--- config.mk ---
export PLATFORM = sky130hd
export DESIGN_NAME = cpu_sequencer
export DESIGN_NICKNAME = d
export VERILOG_FILES = /design/src/rtl/cpu_sequencer.sv
export SDC_FILE = /design/constraint.sdc
export NUM_CORES = 1
export LEC_CHECK = 0
export CAP_MARGIN = 20
export CORE_AREA = 3 3 84 86
export DETAILED_ROUTE_END_ITERATION = 16
export DIE_AREA = 0 0 87 89
export GPL_TIMING_DRIVEN = 0
export PLACE_DENSITY = 0.82
export SLEW_MARGIN = 20
export SYNTH_ARGS = -nofsm -noshare
export SYNTH_HDL_FRONTEND = slang
export SYNTH_SLANG_ARGS = --single-unit
--- constraint.sdc ---
create_clock -name clk -period 2.45 [get_ports clk]
set_input_delay 0.3675 -clock clk [delete_from_list [all_inputs] [get_ports clk]]
set_output_delay 0.3675 -clock clk [all_outputs]
set_load 0.005 [all_outputs]
--- src/rtl/cpu_sequencer.sv ---
// rtl/cpu_sequencer.sv - multi-cycle fetch/decode/execute sequencer for the 16-bit CPU core
//
// Fetches instructions over a req/ack port into ir. ir feeds the external
// combinational decoder. The sequencer then consumes the decoder's control
// fields to drive register writes, data-memory accesses, PC update and halt.
// It also counts retired instructions.
//
// Ports:
//   clk, rst         clock (rising edge), asynchronous active-high reset
//   run              start execution from IDLE
//   imem_req/addr    instruction fetch request, address (= pc)
//   imem_ack/data    fetch complete this cycle, fetched instruction
//   ir               instruction register (decoder input)
//   dec_*            decoder control fields: ld, mw, md, halt, bs, off
//   alu_zero         ALU zero flag for the current operands
//   rf_we            register file write strobe
//   link_sel         register write data comes from link_data
//   link_data        return address, always pc+1
//   dmem_req/we/ack  data memory request, write qualifier, completion
//   pc               program counter
//   halted           core halted
//   state            FSM state code
//   retired          retired-instruction count (wraps)
module cpu_sequencer #(
  parameter int PC_W     = 8,
  parameter int RESET_PC = 0,
  parameter int CNT_W    = 16
) (
  input  logic             clk,
  input  logic             rst,
  input  logic             run,
  output logic             imem_req,
  output logic [PC_W-1:0]  imem_addr,
  input  logic             imem_ack,
  input  logic [15:0]      imem_data,
  output logic [15:0]      ir,
  input  logic             dec_ld,
  input  logic             dec_mw,
  input  logic             dec_md,
  input  logic             dec_halt,
  input  logic [2:0]       dec_bs,
  input  logic [5:0]       dec_off,
  input  logic             alu_zero,
  output logic             rf_we,
  output logic             link_sel,
  output logic [PC_W-1:0]  link_data,
  output logic             dmem_req,
  output logic             dmem_we,
  input  logic             dmem_ack,
  output logic [PC_W-1:0]  pc,
  output logic             halted,
  output logic [2:0]       state,
  output logic [CNT_W-1:0] retired
);

  typedef enum logic [2:0] {
    S_IDLE   = 3'd0,
    S_FETCH  = 3'd1,
    S_DECODE = 3'd2,
    S_EXEC   = 3'd3,
    S_MEM    = 3'd4,
    S_HALT   = 3'd5
  } state_t;

  localparam logic [PC_W-1:0] PC_RST = PC_W'(RESET_PC);

  state_t          st;
  logic [PC_W-1:0] pc_r;
  logic [PC_W-1:0] pc_inc;
  logic [PC_W-1:0] tgt;
  logic [PC_W-1:0] pc_next;
  logic            mem_op;
  logic            exec_retire;

  assign pc_inc = pc_r + PC_W'(1);
  // Offset is sign-extended to the PC width; wrap-around is intentional.
  assign tgt    = pc_inc + PC_W'($signed(dec_off));

  // Memory ops only exist in the bs=100 (no-branch) encoding.
  assign mem_op      = (dec_bs == 3'b100) && (dec_mw || (dec_ld && dec_md));
  // EXEC cycle that completes the instruction without going to MEM or HALT.
  assign exec_retire = (st == S_EXEC) && !dec_halt && !mem_op;

  always_comb begin
    pc_next = pc_inc;
    case (dec_bs)
      3'b000:  pc_next = alu_zero ? tgt : pc_inc;
      3'b001:  pc_next = alu_zero ? pc_inc : tgt;
      3'b010:  pc_next = tgt;
      3'b011:  pc_next = tgt;
      default: pc_next = pc_inc;
    endcase
  end

  always_ff @(posedge clk or posedge rst) begin
    if (rst) begin
      st      <= S_IDLE;
      pc_r    <= PC_RST;
      ir      <= 16'h0000;
      retired <= '0;
    end else begin
      case (st)
        S_IDLE: begin
          if (run) st <= S_FETCH;
        end
        S_FETCH: begin
          if (imem_ack) begin
            ir <= imem_data;
            st <= S_DECODE;
          end
        end
        S_DECODE: begin
          st <= S_EXEC;
        end
        S_EXEC: begin
          if (dec_halt) begin
            st <= S_HALT;
          end else if (mem_op) begin
            st <= S_MEM;
          end else begin
            pc_r    <= pc_next;
            retired <= retired + CNT_W'(1);
            st      <= S_FETCH;
          end
        end
        S_MEM: begin
          if (dmem_ack) begin
            pc_r    <= pc_inc;
            retired <= retired + CNT_W'(1);
            st      <= S_FETCH;
          end
        end
        S_HALT: begin
          st <= S_HALT;
        end
        default: st <= S_IDLE;
      endcase
    end
  end

  // Strobes are decoded from the registered state; the write strobes also
  // qualify on the decoder fields sampled in that same cycle.
  assign imem_req  = (st == S_FETCH);
  assign imem_addr = pc_r;
  assign dmem_req  = (st == S_MEM);
  assign dmem_we   = (st == S_MEM) && dec_mw;
  assign rf_we     = (exec_retire && (dec_ld || dec_bs == 3'b011))
                   || ((st == S_MEM) && dmem_ack && dec_ld);
  assign link_sel  = exec_retire && (dec_bs == 3'b011);
  assign link_data = pc_inc;
  assign pc        = pc_r;
  assign halted    = (st == S_HALT);
  assign state     = st;

endmodule

Word level (Yosys, flattened, before mapping)
Index checks and enable logic that the tools add are counted.
Operators by class
  add/sub/neg operators: 3
  equal/unequal tests: 14
  mux-type cells: 17
  reductions and logical operators: 21
Operators with widths (count)
  2-to-1 mux 16 bit: 3
  2-to-1 mux 8 bit: 5
  one-hot mux 16 bit (2 select lines): 1
  one-hot mux 8 bit (3 select lines): 1
  one-hot mux 3 bit (6 select lines): 1
  adder 16 x 1 -> 16 bit (second input constant): 1
  one-hot mux 8 bit (2 select lines): 1
  2-to-1 mux 3 bit: 5
  equality test 3 x 2 -> 1 bit (second input constant): 4
  equality test 3 bit (second input constant): 3
  logical AND 1 bit: 9
  adder 8 x 1 -> 8 bit (second input constant): 1
  adder 8 bit: 1
  equality test 3 x 1 -> 1 bit (second input constant): 2
  logical NOT 3 bit: 2
  != test 2 bit (second input constant): 3
  != test 2 x 1 -> 1 bit (second input constant): 2
  AND reduction 4 bit: 1
  logical OR 1 bit: 3
  AND reduction 3 bit: 1
  logical NOT 1 bit: 2
  AND reduction 2 bit: 1
  nonzero test 2 bit: 1
  OR reduction 2 bit: 1
Storage, ports and cells
  register bits: 43
  input bits: 35
  output and inout port bits: 65
  word-level logic and storage cells: 59

Logic depth before layout (Yosys ltp)
Gate-level depths: netlist (run 1).
  depth in word-level cells: 7
  mapped depth: 10
  depth with buffers taken out: 10

Worst setup path after synthesis (run 1)
OpenSTA, ideal clock, no wires.
  path kind: register to register
  from: register pc_r[2] (netlist: imem_addr[2])
  to: register pc_r[7] (netlist: imem_addr[7])
  library setup time: 87 ps
  arrival time: 2337 ps
  required time: 2363 ps
  slack: 26 ps
  cell stages (with the launch flop): 10
  buffers on the path: 0
  clock period less this slack: 2424 ps
  cells stage by stage: dfrtp_1 and3_1 and3_1 xor2_1 ha_1 or3_1 o21ai_2 xnor2_1 a2111o_1 o211ai_1
On the way
  cells in the longest elaborated chain, start to end: 7
  elaborated cells between the ends (all ways): 9
  those cells by class: add/sub (2); mux (7)
RTL lines
  from (decl): line 68  | logic [PC_W-1:0] pc_r;
  from (signal assigned): line 121  | pc_r <= pc_next;
  from (signal assigned): line 128  | pc_r <= pc_inc;
  adder 8 x 1 -> 8 bit *: line 75  | assign pc_inc = pc_r + PC_W'(1);
  net link_data[5]: line 46  | output logic [PC_W-1:0] link_data,
  adder 8 bit *: line 77  | assign tgt = pc_inc + PC_W'($signed(dec_off));
  2-to-1 mux 8 bit (on tied branches): line 88, 87
  one-hot mux 8 bit (3 select lines) *: line 86  | case (dec_bs)
  2-to-1 mux 8 bit *: line 118  | end else if (mem_op) begin
  2-to-1 mux 8 bit *: line 116  | if (dec_halt) begin
  one-hot mux 8 bit (2 select lines) *: line 102  | case (st)
The timed path passes the listed nets; every way through them passes the cells marked *. The select of a mux whose other input is x is not followed.
A chain may end at the register's enable or synchronous reset.

Worst setup path in the final report (run 1)
  from: register pc_r[1] (netlist: imem_addr[1])
  to: output port link_data[7]
On the way
  cells in the longest elaborated chain, start to end: 1
RTL lines (line)
  adder 8 x 1 -> 8 bit: 75
  to (decl): 46
Every way passes these cells.

==> results of run 1 <==
## power by group
part,switching [uW],internal (uW),total (uW),leakage [uW]
clock,248,304,552,0.0000581
sequential,226,967,1190,0.000531
combinational,966,1570,2540,0.00115
## cell usage in the layout, fill, tap and decap left out, types with 3 or more instances in the layout
cell type	instances
a21oi_1	9
and3_1	6
and3_4	4
buf_4	28
clkbuf_8	5
clkdlybuf4s50_1	95
dfrtp_1	37
dfrtp_2	6
dlygate4sd2_1	4
ha_1	6
inv_1	12
mux2_2	16
nand2_1	18
nand3_1	9
nand4_1	5
nor2_1	13
nor2b_1	3
nor3_1	3
nor3_2	3
nor3b_1	3
o211ai_1	3
o21ai_0	11
xnor2_1	16
xnor2_2	4
xor2_1	6
## synth_stat cells (all sizes together) (2+ instances only)
library cell	n
xor2	7
o211ai	3
a21o	2
mux2	16
nand3b	2
nand2	18
nand3	10
nor2b	3
a21oi	9
dfrtp	43
nand4	7
buf	14
nor3	6
nor3b	3
inv	13
o21ai	13
mux2i	2
ha	9
and3	10
nor2	13
nand2b	2
clkbuf	2
xnor2	20
and4bb	2
o32ai	2
## kinds of logic after synthesis
logic type      share of synthesized area, %
simple gates                            19.2
flops                                   42.2
compound gates                          9.97
buf+inv                                 6.24
xor+xnor                                9.28
mux                                     7.86
fa+ha+maj                               5.21
## path summary, 6_finish.rpt
check,startpoint,end,depth (start not counted)
min reg2reg,retired[15],retired[15],1
max,imem_addr[1],link_data[7],5
max in group asynchronous,rst,imem_addr[5],3
min,rst,ir[7],2
max reg2reg,imem_addr[0],imem_addr[7],9
min in group clk,retired[15],retired[15],1
## worst reg2reg max path, delay by kind of cell, from the launching register on
family                     cells  cell delay (ns)
AOI/OAI and AO/OA              3             0.64
xor gates and xnor gates       2             0.27
adders and majority gates      2             0.42
DFF                            1             0.42
and+or+nand+nor                2             0.50
## repair_timing
item                       in CTS  in global routing
setup endpoints to repair       5                  4
buffers inserted                6                 11
resized for setup              16                 18
pin swaps                       2                  6
## layer usage
metal | wire (um) | GRT usage [%]
met5 | 0 | 0
met4 | 38 | 2.97
met3 | 338 | 3.04
met2 | 3300 | 28.1
met1 | 2930 | 22.6
## sequential cells by signal, indices dropped and copies added (netlist names)
signal     flops
imem_addr      8
ir            16
retired       16
state          3
## final cells by class
| cell class | count | area [sq um] |
|---|---|---|
| clock inverter | 3 | 43.8 |
| clock buffer | 5 | 68.8 |
| timing repair buffer | 117 | 1130 |
| tap | 77 | 96.3 |
| multi-input combinational | 174 | 1420 |
| inverter | 13 | 48.8 |
| sequential | 43 | 1080 |
| buffer | 15 | 109 |
| fill | 523 | 2350 |
## per-stage QoR
| step | TNS [ns] | setup WS (ns) |
|---|---|---|
| 6_report | 0 | 0.102 |
| 5_1_grt | 0 | 0.0144 |
| 4_1_cts | 0 | 0.00337 |
| 3_5_place_dp | -0.768 | -0.550 |
| 3_3_place_gp | -0.697 | -0.542 |
| 2_1_floorplan | 0 | 0.0262 |
==> flow_summary_export.csv, run 1 <==
group,metric,value,unit
timing,timing.final.crit_share,95.8,%
placed_design,place.gp.congestion,0.798,
worst_hold_path,hold_class,"primary input to asynchronous set/reset pin",
global_routing,grt_pass1_vias,2136,
final_layout,design_area,4000,sq um
setup_path,critPathArrivalTime,1.98,ns
setup_path,timing_worst_setup_path_type,"flip-flop to output pin",
timing,timing.fmax,426,MHz
setup_path,slowest_stage,"clkdlybuf4s50_1",
logic_synthesis,yosysTopAreaCellShare,42.2,%
clocking,cts_hold_buf,0,
final_layout,fin_cells,447,
run,maxCapViolations,0,
floorplanning,core_area,6350,sq um
clocking,clock_latency,0.29,ns
placed_design,placed_cells,423,
pwr,power_density,1070,nW/um^2
clocking,clock_sinks,43,
floorplanning,row_count,29,
logic_synthesis,synth_area_leader_cell,"dfrtp_1",
global_routing,antenna_found_initial,0,
clocking,cts_buffers,5,
clocking,cts_tree,"done",
final_layout,insertedDiodeCount,0,
logic_synthesis,synth_area,2550,sq um
floorplanning,start_util,40.1,%
logic_synthesis,yosys_most_used_dff,"dfrtp_1",
global_routing,grt.overflow.total,0,
timing,slew_viol_final,0,
timing,post-route-min-period,2.35,ns
pwr,p_total,4280,uW
logic_synthesis,async_flop_share,100,%
logic_synthesis,yosys_warnings,0,
setup_path,crit_path_end_kind,"output pin",
logic_synthesis,syn_inst,246,
logic_synthesis,synth_cell_types,48,
placed_design,portBuffers,99,
timing,rsz0062_at_grt,"false",
timing,setup_viol,0,
floorplanning,die-width,87,um
clocking,cts.path.max_buffers,2,
final_layout,final_util,63.0,%
setup_path,required,2.08,ns
logic_synthesis,synth_seq_cells,43,
detailed_routing,first_iter_violations,71,
pwr,ir_drop,0.651,mV
timing,hold_viol_final,0,
setup_path,setup.worst_path.start_class,"flip-flop",
timing,finClkSkew,0.00996,ns
detailed_routing,dr.pass1.iters,4,
global_routing,track_usage,16.6,%
setup_path,path_max_fanout,7,
logic_synthesis,yosys-top-cells-area,"dfrtp_1 (42%), mux2_2 (7.1%), xnor2_1 (6.9%)",
placed_design,dp_hpwl,5010,um
final_layout,num-nets-final,414,
final_layout,layout-drive-gt1-share,24.1,%
floorplanning,die_y,89,um
logic_synthesis,synth-edff-count,0,
setup_path,worst-path-buf-inv,2,
run_status,outcome,"completed",
timing,tightest_slew,0.660,ns
detailed_routing,viasPerCell,5.06,
timing,whs,0.389,ns
detailed_routing,vias,2261,
logic_synthesis,yosysSeqAreaShare,42.2,%
detailed_routing,routedWlPerCell,14.8,um
setup_path,path_cells,"and3_4 > buf_4 > nand3_1 > xnor2_1 > clkdlybuf4s50_1",
setup_path,ff2ff_setup_slack,0.12,ns
clocking,clk_pin_slew,0.09,ns
detailed_routing,drt-total-wl,6610,um
detailed_routing,drtAntennaViolNets,0,
global_routing,grt_max_degree,25,
logic_synthesis,syn-num-nets,291,
global_routing,grt_pass1_wl,10300,um
floorplanning,dieArea,7740,sq um
clocking,root_buffer,"clkbuf_8",
timing,relSlewSlack,56.0,%
floorplanning,num_io_pins,100,
clocking,htreeDepth,2,
setup_path,max_stage_delay,0.53,ns
logic_synthesis,postSynthAreaPerCell,10.4,sq um
final_layout,area_growth,57.0,%
detailed_routing,post-route-drc-count,0,
pwr,p_leak,0.00174,uW
placed_design,place_area,3650,sq um
setup_path,cp_top_family,"buffers and inverters",
Note: power is estimated with default switching activity, not from simulation.
==> run 2, diff against run 1 <==
Settings changed: HOLD_SLACK_MARGIN set to 0.1.
==> results of run 2 <==
The final DEF is identical to that of run 1; final timing and power are the same.
==> run 3, diff against run 2 <==
Settings changed: CORE_AREA 3 3 84 86 to 3 3 61 119, DIE_AREA 0 0 87 89 to 0 0 64 122.
==> run 3 against run 2 <==
Net effect:
- combinational power is 9.8% higher
- critical path depth is 7 higher
- sequential share of layout area fell by 1.0 points
- non-clock buffer count is 4 higher
==> flow_summary_export.csv, run 3 (synthesis results as in run 1) <==
group,metric,value,unit
run_status,outcome,"completed",
setup_path,crit_path_end_kind,"flip-flop",
timing,finClkSkew,0.00440,ns
run,maxCapViolations,0,
setup_path,worstRegToRegCells,12,
timing,hold_viol_final,0,
floorplanning,die-width,64,um
global_routing,grt_pass1_wl,11100,um
worst_hold_path,hold_class,"primary input to asynchronous set/reset pin",
floorplanning,core_area,6410,sq um
floorplanning,start_util,39.7,%
setup_path,reg2reg_to,"imem_addr[7]",
floorplanning,num_io_pins,100,
timing,post-route-min-period,2.44,ns
setup_path,path_cells,"ha_4 > nand3_4 > xnor2_2 > ha_1 > nand3_2 > o22ai_4 > o21ai_4 > buf_4 > buf_4 > a211o_1 > nand2_2 > o211ai_1",
setup_path,critPathArrivalTime,2.60,ns
detailed_routing,first_iter_violations,81,
setup_path,path_max_fanout,5,
clocking,htreeDepth,2,
final_layout,layout-drive-gt1-share,27.3,%
clocking,clock_latency,0.28,ns
global_routing,track_usage,17.9,%
setup_path,timing_worst_setup_path_type,"flip-flop to flip-flop",
placed_design,portBuffers,99,
setup_path,critPathLaunch,"imem_addr[1]",
setup_path,slowest_stage,"dfrtp_2",
setup_path,ff2ff_setup_slack,0.01,ns
detailed_routing,drtAntennaViolNets,0,
timing,tightest_slew,0.641,ns
setup_path,crit_path_end,"imem_addr[7]",
timing,setup_viol,0,
clocking,cts_hold_buf,0,
floorplanning,dieArea,7810,sq um
pwr,power_density,1120,nW/um^2
final_layout,most-common-layout-cells,"clkdlybuf4s50_1 (95), dfrtp_1 (37), buf_4 (30)",
final_layout,insertedDiodeCount,0,
timing,timing.final.crit_share,99.5,%
setup_path,path_common_cell,"buf_4",
detailed_routing,viasPerCell,5.09,
final_layout,mostFrequentLayoutCell,"clkdlybuf4s50_1",
detailed_routing,routedWlPerCell,15.7,um
global_routing,grt.overflow.total,0,
placed_design,placed_cells,432,
floorplanning,die_y,122,um
timing,slew_viol_final,0,
timing,rsz0062_at_grt,"true",
detailed_routing,dr.pass1.iters,5,
clocking,clk_pin_slew,0.07,ns
setup_path,required,2.61,ns
detailed_routing,vias,2342,
clocking,cts_buffers,5,
timing,relSlewSlack,57.3,%
final_layout,fillCellCount,516,
global_routing,grt_max_degree,32,
clocking,root_buffer,"clkbuf_16",
pwr,ir_drop,0.764,mV
final_layout,fin_cells,460,
final_layout,num-nets-final,418,
setup_path,max_stage_delay,0.43,ns
pwr,p_leak,0.00177,uW
setup_path,crit-reg2reg-launch,"imem_addr[1]",
detailed_routing,post-route-drc-count,0,
setup_path,worst-path-buf-inv,2,
setup_path,setup.worst_path.start_class,"flip-flop",
global_routing,antenna_found_initial,0,
placed_design,dp_hpwl,5150,um
placed_design,place.gp.congestion,0.817,
final_layout,area_growth,63.3,%
detailed_routing,drt-total-wl,7230,um
timing,timing.fmax,410,MHz
clocking,cts_tree,"done",
setup_path,path_depth,12,
setup_path,cp_top_family,"compound AO/OA/AOI/OAI gates",
floorplanning,row_count,41,
global_routing,grt_pass1_vias,2349,
clocking,cts.path.max_buffers,2,
clocking,clock_sinks,43,
pwr,p_total,4640,uW
==> run 3: cell types whose count changed in the layout (fill, tap and decap cells not counted), sizes merged <==
cell and change:
clkinvlp +2, buf +4, dlygate4sd2 -1, clkbuf +1, inv +1, bufinv -1, clkinv -2
==> run 3: power by group <==
part	internal [uW]	total [uW]	leakage, uW	switching [uW]
clock network	381	666	0.0000664	285
registers	969	1190	0.000531	219
logic	1680	2790	0.00118	1110
total	3030	4640	0.00177	1620
==> run 3: worst reg2reg max path, cell delays in order (launching register included) <==
cell	delay, ns
dfrtp_2	0.43
ha_4	0.20
nand3_4	0.09
xnor2_2	0.17
ha_1	0.38
nand3_2	0.12
o22ai_4	0.19
o21ai_4	0.10
buf_4	0.13
buf_4	0.12
a211o_1	0.23
nand2_2	0.06
o211ai_1	0.09
==> run 3: routing by layer <==
| layer | routed length [um] | share of wire [%] | GRT usage (%) | vias up |
|---|---|---|---|---|
| met1 | 2520 | 35 | 17.5 | 1106 |
| li1 | - | - | - | 1111 |
| met3 | 406 | 5.6 | 3.69 | 17 |
| met5 | 0 | 0 | 0 | - |
| met4 | 128 | 1.8 | 6.50 | 0 |
| met2 | 4180 | 58 | 35.3 | 108 |
==> run 3: worst min-delay path by stage <==
stage | to | startpoint | slack, ns | depth (start not counted)
2_1_floorplan | retired[15] | retired[15] | 0.46 | 1
3_3_place_gp | retired[15] | retired[15] | 0.46 | 1
3_5_place_dp | retired[15] | retired[15] | 0.47 | 1
4_1_cts | ir[0] | rst | 0.37 | 2
5_1_grt | state[0] | rst | 0.38 | 2
6_report | state[0] | rst | 0.36 | 2
==> run 3: final cells by class <==
type	count	area, sq um	area share (%)
Clock inverter	3	23.8	0.572
Sequential cell	43	1080	26.1
Clock buffer	5	125	3.01
Multi-Input combinational cell	174	1490	35.7
Tap cell	86	108	2.59
Buffer	16	131	3.16
Timing Repair Buffer	120	1150	27.7
Inverter	13	48.8	1.17
==> run 3: timing repair <==
| action | 4_1_cts | 5_1_grt |
|---|---|---|
| pin swaps | 2 | 12 |
| buffers inserted | 8 | 12 |
| endpoints found under the setup margin | 7 | 4 |
| resized for setup | 23 | 25 |
==> run 3: through the flow <==
stage	setup WS [ns]	hold WS, ns	setup TNS (ns)	util (%)	instance area, sq um
after floorplan	0.0262	0.465	0	-	2550
final	0.0134	0.359	0	64.9	4160
after global routing	-0.0964	0.382	-0.270	64.9	4160
after CTS	0.000672	0.369	0	61.3	3930
after global placement	-0.535	0.458	-0.752	56.9	3650
after detailed placement	-0.564	0.471	-0.860	57.2	3670
